<file path="src/rtl/rf_write_sched_pkg.sv">
`default_nettype none
// ============================================================================
// Module      : rf_write_sched_pkg
// Description : Shared defaults and MDU sequencer state encoding for the
//               register-file write scheduler.
// Revision    : 1.0  initial release
// ============================================================================
package rf_write_sched_pkg;

    localparam int c_ADDR_WIDTH = 5;
    localparam int c_NUM_REGS   = 32;
    localparam int c_MDU_LAT    = 4;

    typedef enum logic [1:0] {
        MDU_IDLE = 2'd0,
        MDU_RUN  = 2'd1,
        MDU_HOLD = 2'd2
    } mdu_state_e;

endpackage
`default_nettype wire

</file>
<file path="src/rtl/rf_write_sched_scoreboard.sv">
`default_nettype none
// ============================================================================
// Module      : rf_write_sched_scoreboard
// Description : Per-register busy bits with set/clear ports and three
//               lookups; x0 is never busy.
// Revision    : 1.0  initial release
// ============================================================================
module rf_write_sched_scoreboard
    import rf_write_sched_pkg::*;
#(
    parameter int ADDR_WIDTH = c_ADDR_WIDTH,
    parameter int NUM_REGS   = c_NUM_REGS
) (
    input  logic                  clk,
    input  logic                  rst,
    input  logic                  i_set_en,
    input  logic [ADDR_WIDTH-1:0] i_set_addr,
    input  logic                  i_clr_en,
    input  logic [ADDR_WIDTH-1:0] i_clr_addr,
    input  logic [ADDR_WIDTH-1:0] i_rs1_addr,
    input  logic [ADDR_WIDTH-1:0] i_rs2_addr,
    input  logic [ADDR_WIDTH-1:0] i_rd_addr,
    output logic                  o_rs1_busy,
    output logic                  o_rs2_busy,
    output logic                  o_rd_busy
);

    logic [NUM_REGS-1:1] r_busy;
    logic [NUM_REGS-1:0] w_busy;

    // A set wins over a clear of the same register in the same cycle.
    always_ff @(posedge clk) begin
        if (rst) begin
            r_busy <= '0;
        end else begin
            for (int i = 1; i < NUM_REGS; i++) begin
                if (i_set_en && (i_set_addr == ADDR_WIDTH'(i))) begin
                    r_busy[i] <= 1'b1;
                end else if (i_clr_en && (i_clr_addr == ADDR_WIDTH'(i))) begin
                    r_busy[i] <= 1'b0;
                end
            end
        end
    end

    assign w_busy     = {r_busy, 1'b0};
    assign o_rs1_busy = w_busy[i_rs1_addr];
    assign o_rs2_busy = w_busy[i_rs2_addr];
    assign o_rd_busy  = w_busy[i_rd_addr];

endmodule
`default_nettype wire

</file>
<file path="src/rtl/rf_write_sched.sv">
`default_nettype none
// ============================================================================
// Module      : rf_write_sched
// Description : Issue interlock, MDU sequencer and register-bank write-port
//               arbiter. MDU support is built only when RF_SCHED_MDU_EN is
//               defined; otherwise MDU ops are plain WB writers.
// Revision    : 1.0  initial release
// ============================================================================
module rf_write_sched
    import rf_write_sched_pkg::*;
#(
    parameter int ADDR_WIDTH = c_ADDR_WIDTH,
    parameter int NUM_REGS   = c_NUM_REGS,
    parameter int MDU_LAT    = c_MDU_LAT
) (
    input  logic                  clk,
    input  logic                  rst,
    input  logic                  issue_valid_i,
    input  logic [ADDR_WIDTH-1:0] issue_rs1_i,
    input  logic [ADDR_WIDTH-1:0] issue_rs2_i,
    input  logic                  issue_use_rs2_i,
    input  logic [ADDR_WIDTH-1:0] issue_rd_i,
    input  logic                  issue_wen_i,
    input  logic                  issue_mdu_i,
    output logic                  stall_o,
    output logic                  mdu_start_o,
    input  logic                  wb_valid_i,
    input  logic [ADDR_WIDTH-1:0] wb_addr_i,
    output logic                  rf_wen_o,
    output logic [ADDR_WIDTH-1:0] rf_waddr_o,
    output logic                  rf_wsel_o,
    output logic                  mdu_capture_o
);

    logic w_rs1_busy;
    logic w_rs2_busy;
    logic w_rd_busy;
    logic w_hazard;
    logic w_accept;
    logic w_set_en;

    assign w_hazard = w_rs1_busy | (issue_use_rs2_i & w_rs2_busy) | (issue_wen_i & w_rd_busy);
    assign w_accept = issue_valid_i & ~stall_o;
    assign w_set_en = w_accept & issue_wen_i & (issue_rd_i != '0);

    rf_write_sched_scoreboard #(
        .ADDR_WIDTH (ADDR_WIDTH),
        .NUM_REGS   (NUM_REGS)
    ) u_scoreboard (
        .clk        (clk),
        .rst        (rst),
        .i_set_en   (w_set_en),
        .i_set_addr (issue_rd_i),
        .i_clr_en   (rf_wen_o),
        .i_clr_addr (rf_waddr_o),
        .i_rs1_addr (issue_rs1_i),
        .i_rs2_addr (issue_rs2_i),
        .i_rd_addr  (issue_rd_i),
        .o_rs1_busy (w_rs1_busy),
        .o_rs2_busy (w_rs2_busy),
        .o_rd_busy  (w_rd_busy)
    );

`ifdef RF_SCHED_MDU_EN
    localparam int c_CNT_W = (MDU_LAT > 1) ? $clog2(MDU_LAT) : 1;

    mdu_state_e            r_state;
    logic [c_CNT_W-1:0]    r_cnt;
    logic [ADDR_WIDTH-1:0] r_mdu_rd;
    logic                  w_in_hold;

    assign w_in_hold = (r_state == MDU_HOLD);

    // HOLD blocks all issue so the WB path drains and the MDU result gets the port.
    assign stall_o       = issue_valid_i & (w_hazard | (issue_mdu_i & (r_state != MDU_IDLE)) | w_in_hold);
    assign mdu_start_o   = w_accept & issue_mdu_i;
    assign mdu_capture_o = (r_state == MDU_RUN) && (r_cnt == '0);
    assign rf_wen_o      = wb_valid_i | w_in_hold;
    assign rf_waddr_o    = wb_valid_i ? wb_addr_i : r_mdu_rd;
    assign rf_wsel_o     = ~wb_valid_i & w_in_hold;

    always_ff @(posedge clk) begin
        if (rst) begin
            r_state  <= MDU_IDLE;
            r_cnt    <= '0;
            r_mdu_rd <= '0;
        end else begin
            case (r_state)
                MDU_IDLE: begin
                    if (mdu_start_o) begin
                        r_mdu_rd <= issue_rd_i;
                        r_cnt    <= c_CNT_W'(MDU_LAT - 1);
                        r_state  <= MDU_RUN;
                    end
                end
                MDU_RUN: begin
                    if (r_cnt == '0) begin
                        r_state <= MDU_HOLD;
                    end else begin
                        r_cnt <= r_cnt - c_CNT_W'(1);
                    end
                end
                MDU_HOLD: begin
                    if (!wb_valid_i) begin
                        r_state <= MDU_IDLE;
                    end
                end
                default: r_state <= MDU_IDLE;
            endcase
        end
    end
`else
    logic w_unused_mdu;

    assign w_unused_mdu  = issue_mdu_i & (MDU_LAT > 0);
    assign stall_o       = issue_valid_i & w_hazard;
    assign mdu_start_o   = 1'b0;
    assign mdu_capture_o = 1'b0;
    assign rf_wen_o      = wb_valid_i;
    assign rf_waddr_o    = wb_addr_i;
    assign rf_wsel_o     = 1'b0;
`endif

endmodule
`default_nettype wire

</file>
<file path="config.mk">
export PLATFORM = sky130hd
export DESIGN_NAME = rf_write_sched
export DESIGN_NICKNAME = d
export VERILOG_FILES = /design/src/rtl/rf_write_sched_pkg.sv /design/src/rtl/rf_write_sched_scoreboard.sv /design/src/rtl/rf_write_sched.sv
export SDC_FILE = /design/constraint.sdc
export NUM_CORES = 1
export LEC_CHECK = 0
export CORE_ASPECT_RATIO = 1.75
export CORE_MARGIN = 2
export CORE_UTILIZATION = 50
export CTS_CLUSTER_SIZE = 40
export DETAILED_ROUTE_END_ITERATION = 10
export GPL_ROUTABILITY_DRIVEN = 0
export PLACE_DENSITY_LB_ADDON = 0.1
export SLEW_MARGIN = 20
export SYNTH_ARGS = -nofsm -noshare
export SYNTH_HDL_FRONTEND = slang
export SYNTH_SLANG_ARGS = --single-unit
</file>
<file path="constraint.sdc">
create_clock -name clk -period 5.1 [get_ports clk]
set_input_delay 1.02 -clock clk [delete_from_list [all_inputs] [get_ports clk]]
set_output_delay 1.02 -clock clk [all_outputs]
set_load 0.05 [all_outputs]
</file>
After elaboration in Yosys (flattened, before gate mapping)
Cells that the tools add are included.
{ "word_totals": {"reg_bits": 31, "input_bits": 27, "out_inout_bits": 10, "elab_cells": 267} }
{ "op_classes": {"magnitude_cmp": 3, "n_eq_ne": 62, "n_mux": 68, "bitwise": 9, "n_reduce_logical": 94} }
{ "ops": {"columns": ["operator", "count"], "rows": [
  ["equality test 5 bit, second input constant", 32],
  ["equality test 5 x 4 -> 1 bit, second input constant", 16],
  ["two-way mux 1 bit", 65],
  ["logical AND 1 bit", 62],
  ["nonzero test 2 bit", 31],
  ["equality test 5 x 3 -> 1 bit, second input constant", 8],
  ["equality test 5 x 2 -> 1 bit, second input constant", 4],
  ["less-than comparator 5 x 6 -> 1 bit, second input constant", 3],
  ["binary-select mux 1 bit (select 5 bit)", 3],
  ["equality test 5 x 1 -> 1 bit, second input constant", 2],
  ["bitwise AND 1 bit", 6],
  ["nonzero test 5 bit", 1],
  ["bitwise OR 1 bit", 2],
  ["NOT 1 bit", 1]
]} }

Logic depth before layout (Yosys ltp)
Gate-level depths: netlist of the first run.
{ "depth": {"depth_word": 12, "depth_mapped": 9, "mapped_depth_nobuf": 5} }

Modules after synthesis
A second synthesis of the first run with hierarchy kept.
{ "hier_totals": {"hier_cells": 250, "area_unflattened_um2": 2263.4} }
{ "by_module_without_submodules": {"columns": ["module", "n_inst", "cells_per_inst", "area_each_um2", "seq_area_each_um2"], "rows": [
  ["rf_write_sched_scoreboard", 1, 234, 2149.6, 620.6],
  ["rf_write_sched", 1, 16, 113.9, 0.0]
]} }

Least setup slack after synthesis of the first run
No wires, ideal clock.
{ "synth_path": {"path_type": "input to output", "startpoint": "input issue_rs2_i[0]", "endpoint": "output stall_o", "t_arrival_ns": 3.003, "setup_slack_ns": 1.077, "path_stages": 7, "n_path_buf": 2, "path_cell_list": "buf_6 > or3b_1 > o221ai_1 > and4b_1 > o311ai_2 > buf_2 > o21a_1"} }
{ "synth_between": {"elab_chain_len": 6} }
{ "synth_lines": {"columns": ["item", "line", "source"], "rows": [
  ["start: declaration", "rf_write_sched.sv:20", "input logic [ADDR_WIDTH-1:0] issue_rs2_i,"],
  ["binary-select mux 1 bit (select 5 bit)", "rf_write_sched_scoreboard.sv:48", "assign o_rs2_busy = w_busy[i_rs2_addr];"],
  ["two-way mux 1 bit (not written as such)", "rf_write_sched_scoreboard.sv:48", null],
  ["bitwise AND 1 bit", "rf_write_sched.sv:42", "assign w_hazard = w_rs1_busy | (issue_use_rs2_i & w_rs2_busy) | (issue_wen_i & w_rd_busy);"],
  ["bitwise OR 1 bit (2 in series)", "rf_write_sched.sv:42", null],
  ["bitwise AND 1 bit", "rf_write_sched.sv:116", "assign stall_o = issue_valid_i & w_hazard;"],
  ["end: declaration", "rf_write_sched.sv:25", "output logic stall_o,"]
]} }
No other way between the ends. The select of a mux whose other input is x is not followed.

Worst setup path after layout of the first run
Ends and elaborated chain as after synthesis.

==> key figures, run 1 <==
Run status
  • Status: complete, but fails checks
  • Failing checks: DRC

Min path
  • WHS Path Cells: 2
  • Hold Crit Start: u_scoreboard.r_busy[1]
  • Min-Delay Endpoint: u_scoreboard.r_busy[1]
  • Hold WC Path Type: reg2reg

Critical path
  • Crit end category: output pin
  • Arr. time, crit path: 3.42 ns
  • CP Class: in2out
  • Top Family by Delay on Critical Path: compound AO/OA/AOI/OAI gates
  • Slowest-stage cell, CP: clkdlybuf4s50_1
  • R2r startpoint: u_scoreboard.r_busy[14]
  • Worst path max stage delay: roughly 0.74 ns
  • Worst path required time: 4.08 ns
  • Worst path cell trace: clkdlybuf4s50_1 -> mux4_2 -> a22o_1 -> a311oi_2 -> o311ai_4 -> o21a_1 -> buf_12
  • Reg-to-reg slack, setup: 2.78 ns
  • Max FO, Critical Path: 10
  • FF-to-FF End: u_scoreboard.r_busy[24]
  • Worst Reg-to-Reg Cells: 6
  • Startpoint types: input port
  • Buffers & Inverters on Critical Path: 2

Routing
  • Final WL: 7690 microns
  • Antenna viol nets, final: 0
  • Pre-antenna DRT Iters: 7
  • Drt drc: 3
  • Via density: 7.12
  • DRT iter0 DRCs: 98
  • Vias after detailed routing: roughly 2300
  • DR WL/cell: 23.6 microns

Pwr
  • PD cells: about 190 mW/mm^2
  • Clock group share of total power: 0.319
  • Comb power frac: 0.246
  • Int Pwr: 382 uW
  • Share of power burned in registers: 0.435
  • Worst VDD drop: 128 uV
  • Switching share of power: 0.321
  • Leak Pwr: 0.00102 uW
  • NetSw: 181 uW

Synth
  • Post-synth ARST share: 0
  • Sequential element share of the synthesized area: 0.237
  • Post-synthesis cell count: between 200 and 300
  • Main synth FF type: dfxtp_1
  • Synthesized area per cell: 10.1 sq um
  • Synth warn: 0
  • Number of synthesized flops with an enable pin: 0
  • Seq cells post-synth: 31
  • Yosys cell types: 49
  • Post-Syn Area: 0.00262 sq mm

Clock tree
  • CTS Hold Bufs: 0
  • Max Root-Sink Buffers: 2
  • Buffer count from post-CTS setup fixing: 0
  • H-tree Lvls: 2
  • TritonCTS buffer count: 5
  • Clk root buf: clkbuf_8
  • Clk Latency, worst-skew pair: 0.29 ns
  • CTS tree: built
  • CTS sink cnt: 31
  • Clk slew on worst S/H paths: 0.06 ns
  • Post-cts resize count: 0

Final layout
  • Finished Cell Area: 0.00294 sq mm
  • Core Util, Final: 0.586
  • Final nets: 300
  • Reg with most FFs: u_scoreboard.r_busy
  • Share of cells above drive strength 1: 0.235
  • Largest registers: u_scoreboard.r_busy: 31 flops
  • Max reg flops: 31
  • Antenna cell count: 0
  • Area grow syn2layout: 12.3%

Floorplan
  • Starting Density: 0.522
  • Ports: 37
  • Die Y: 99.7 microns
  • FP Rows: 34
  • Die width: 58.7 microns
  • Core Region: 0.00502 sq mm
  • Die ar.: 0.00585 sq mm

Placed design
  • DP HPWL: 5730 microns
  • Dpl cell area: approximately 0.0029 sq mm
  • PortBufs: 32

GRT
  • Initial antenna violation count: 0
  • Pin count of the biggest net entering global routing: 32
  • Total Routing Usage GR: 0.287
  • First-pass GRT wire length: 12400 microns
  • Vias in the first global route: 2275
  • GR Overflow Total: 0

Timing
  • Final TNS setup: 0 ns
  • Max Freq: 225 MHz
  • Actual slew at the worst max-slew pin: roughly 0.96 ns
  • Clock Skew: 0.00420 ns
  • Fin. Hold Viols: 0
  • Endpoints failing setup: 0
  • Period utilization: 0.871
  • Fin crit period: 4.44 ns
  • Max_slew headroom: 0.361
  • Max Slew Vio Count: 0
  • Unrepaired setup endpoints after global routing: false

Job
  • Max-cap viol count: 0
## area by class of cell
class                      instances  area (sq um)
inverter                           5          18.8
fill                             471          2080
tap                               54          67.6
multi-input combinational        192          1790
timing repair buffer              38           375
sequential                        31           621
clock buffer                       6          72.6
## synthesized netlist by cell type, types with 5 or more instances
| library cell | count | area share |
|---|---|---|
| nand3_1 | 35 | 0.067 |
| nor2b_1 | 5 | 0.012 |
| nor2_1 | 6 | 0.0086 |
| o41ai_2 | 18 | 0.11 |
| nand2_1 | 21 | 0.030 |
| inv_1 | 5 | 0.0072 |
| buf_2 | 8 | 0.015 |
| mux4_2 | 20 | 0.17 |
| o211ai_1 | 14 | 0.040 |
| dfxtp_1 | 31 | 0.24 |
| nand2b_1 | 6 | 0.014 |
| o31ai_2 | 9 | 0.043 |
| clkbuf_1 | 10 | 0.014 |
| buf_4 | 11 | 0.032 |
| nand4_1 | 7 | 0.017 |
## metrics by stage
step	setup WS (ns)	power [uW]	std cells	hold WS, ns
global placement	0.639	389	320	0.501
CTS	0.610	565	326	0.523
detailed placement	0.631	388	320	0.515
finish	0.657	563	326	0.526
global route	0.544	585	326	0.544
floorplan	1.08	345	262	0.464
## kinds of logic (layout without fill, tap and decap cells)
group / after synthesis / in the layout / share of synthesized area
simple gates: 102 / 102 / 0.213
mux: 27 / 27 / 0.201
compound gates: 60 / 60 / 0.260
buf+inv: 39 / 49 / 0.0874
other cells: 1 / 3 / 0.00143
flops: 31 / 31 / 0.237
## how the worst max path moves through the flow
stage                    from  endpoint  slack (ns)  depth (start not counted)
6_report       issue_rs2_i[0]   stall_o        0.66                          7
5_1_grt        issue_rs2_i[0]   stall_o        0.54                          7
4_1_cts        issue_rs2_i[0]   stall_o        0.61                          7
3_5_place_dp   issue_rs2_i[0]   stall_o        0.63                          7
3_3_place_gp   issue_rs2_i[0]   stall_o        0.64                          7
2_1_floorplan  issue_rs2_i[0]   stall_o        1.08                          7
## worst reg2reg max path, delay by kind of cell, from the launching register on
kind | cells | cell delay [ns]
muxes | 2 | 0.75
buffers and inverters | 1 | 0.31
AOI/OAI and AO/OA | 3 | 0.79
DFF | 1 | 0.37
## cells in the final DEF (no fill, tap or decap), types with 2 or more instances in the layout
master           synthesis  routed
o311ai_0                 4       4
nor2_1                   6       6
inv_1                    5       5
nand2b_1                 6       6
nor3_1                   2       2
nand3_1                 35      35
nand4b_1                 4       4
o41ai_1                  2       2
buf_4                   11       6
mux2i_1                  3       3
nand2_1                 21      21
nor3b_1                  2       2
dfxtp_1                 31      31
and3b_1                  3       3
nand4_1                  7       7
mux2_2                   3       3
clkdlybuf4s50_1          0      31
conb_1                   1       3
o31ai_1                  2       2
clkbuf_8                 0       5
o31ai_2                  9       9
o211ai_1                14      14
nor2b_1                  5       5
o41ai_2                 18      18
mux4_2                  20      20
and2_1                   2       2
## layer usage
metal / share of wire / up-vias / track usage / wire [microns]
li1: - / 1068 / - / -
met4: 0.034 / 0 / 0.128 / 260
met3: 0.046 / 20 / 0.0442 / 352
met1: 0.38 / 1149 / 0.345 / 2920
met2: 0.54 / 84 / 0.493 / 4150
met5: 0 / - / 0 / 0
## power groups by stage
| stage | Sequential (uW) | Clock [uW] | Combinational (uW) |
|---|---|---|---|
| 2_1_floorplan | 249 | 0 | 95.4 |
| 3_3_place_gp | 250 | 0 | 139 |
| 3_5_place_dp | 250 | 0 | 138 |
| 4_1_cts | 245 | 181 | 139 |
| 5_1_grt | 245 | 192 | 148 |
| 6_report | 245 | 180 | 139 |
(Power assumes the default switching activity.)
==> inputs of run 2 (changes only) <==
--- a/config.mk
+++ b/config.mk
@@ -11,8 +11,8 @@
 export CTS_CLUSTER_SIZE = 40
 export DETAILED_ROUTE_END_ITERATION = 10
 export GPL_ROUTABILITY_DRIVEN = 0
+export HOLD_SLACK_MARGIN = 0.08
 export PLACE_DENSITY_LB_ADDON = 0.1
-export SLEW_MARGIN = 20
 export SYNTH_ARGS = -nofsm -noshare
 export SYNTH_HDL_FRONTEND = slang
 export SYNTH_SLANG_ARGS = --single-unit
==> results of run 2 <==
Final layout, timing and power as in run 1 (identical DEF).
==> inputs of run 3 (changes only) <==
--- a/config.mk
+++ b/config.mk
@@ -10,7 +10,6 @@
 export CORE_UTILIZATION = 50
 export CTS_CLUSTER_SIZE = 40
 export DETAILED_ROUTE_END_ITERATION = 10
-export GPL_ROUTABILITY_DRIVEN = 0
 export HOLD_SLACK_MARGIN = 0.08
 export PLACE_DENSITY_LB_ADDON = 0.1
 export SYNTH_ARGS = -nofsm -noshare
==> results of run 3 <==
Final layout, timing and power as in run 1 (identical DEF).
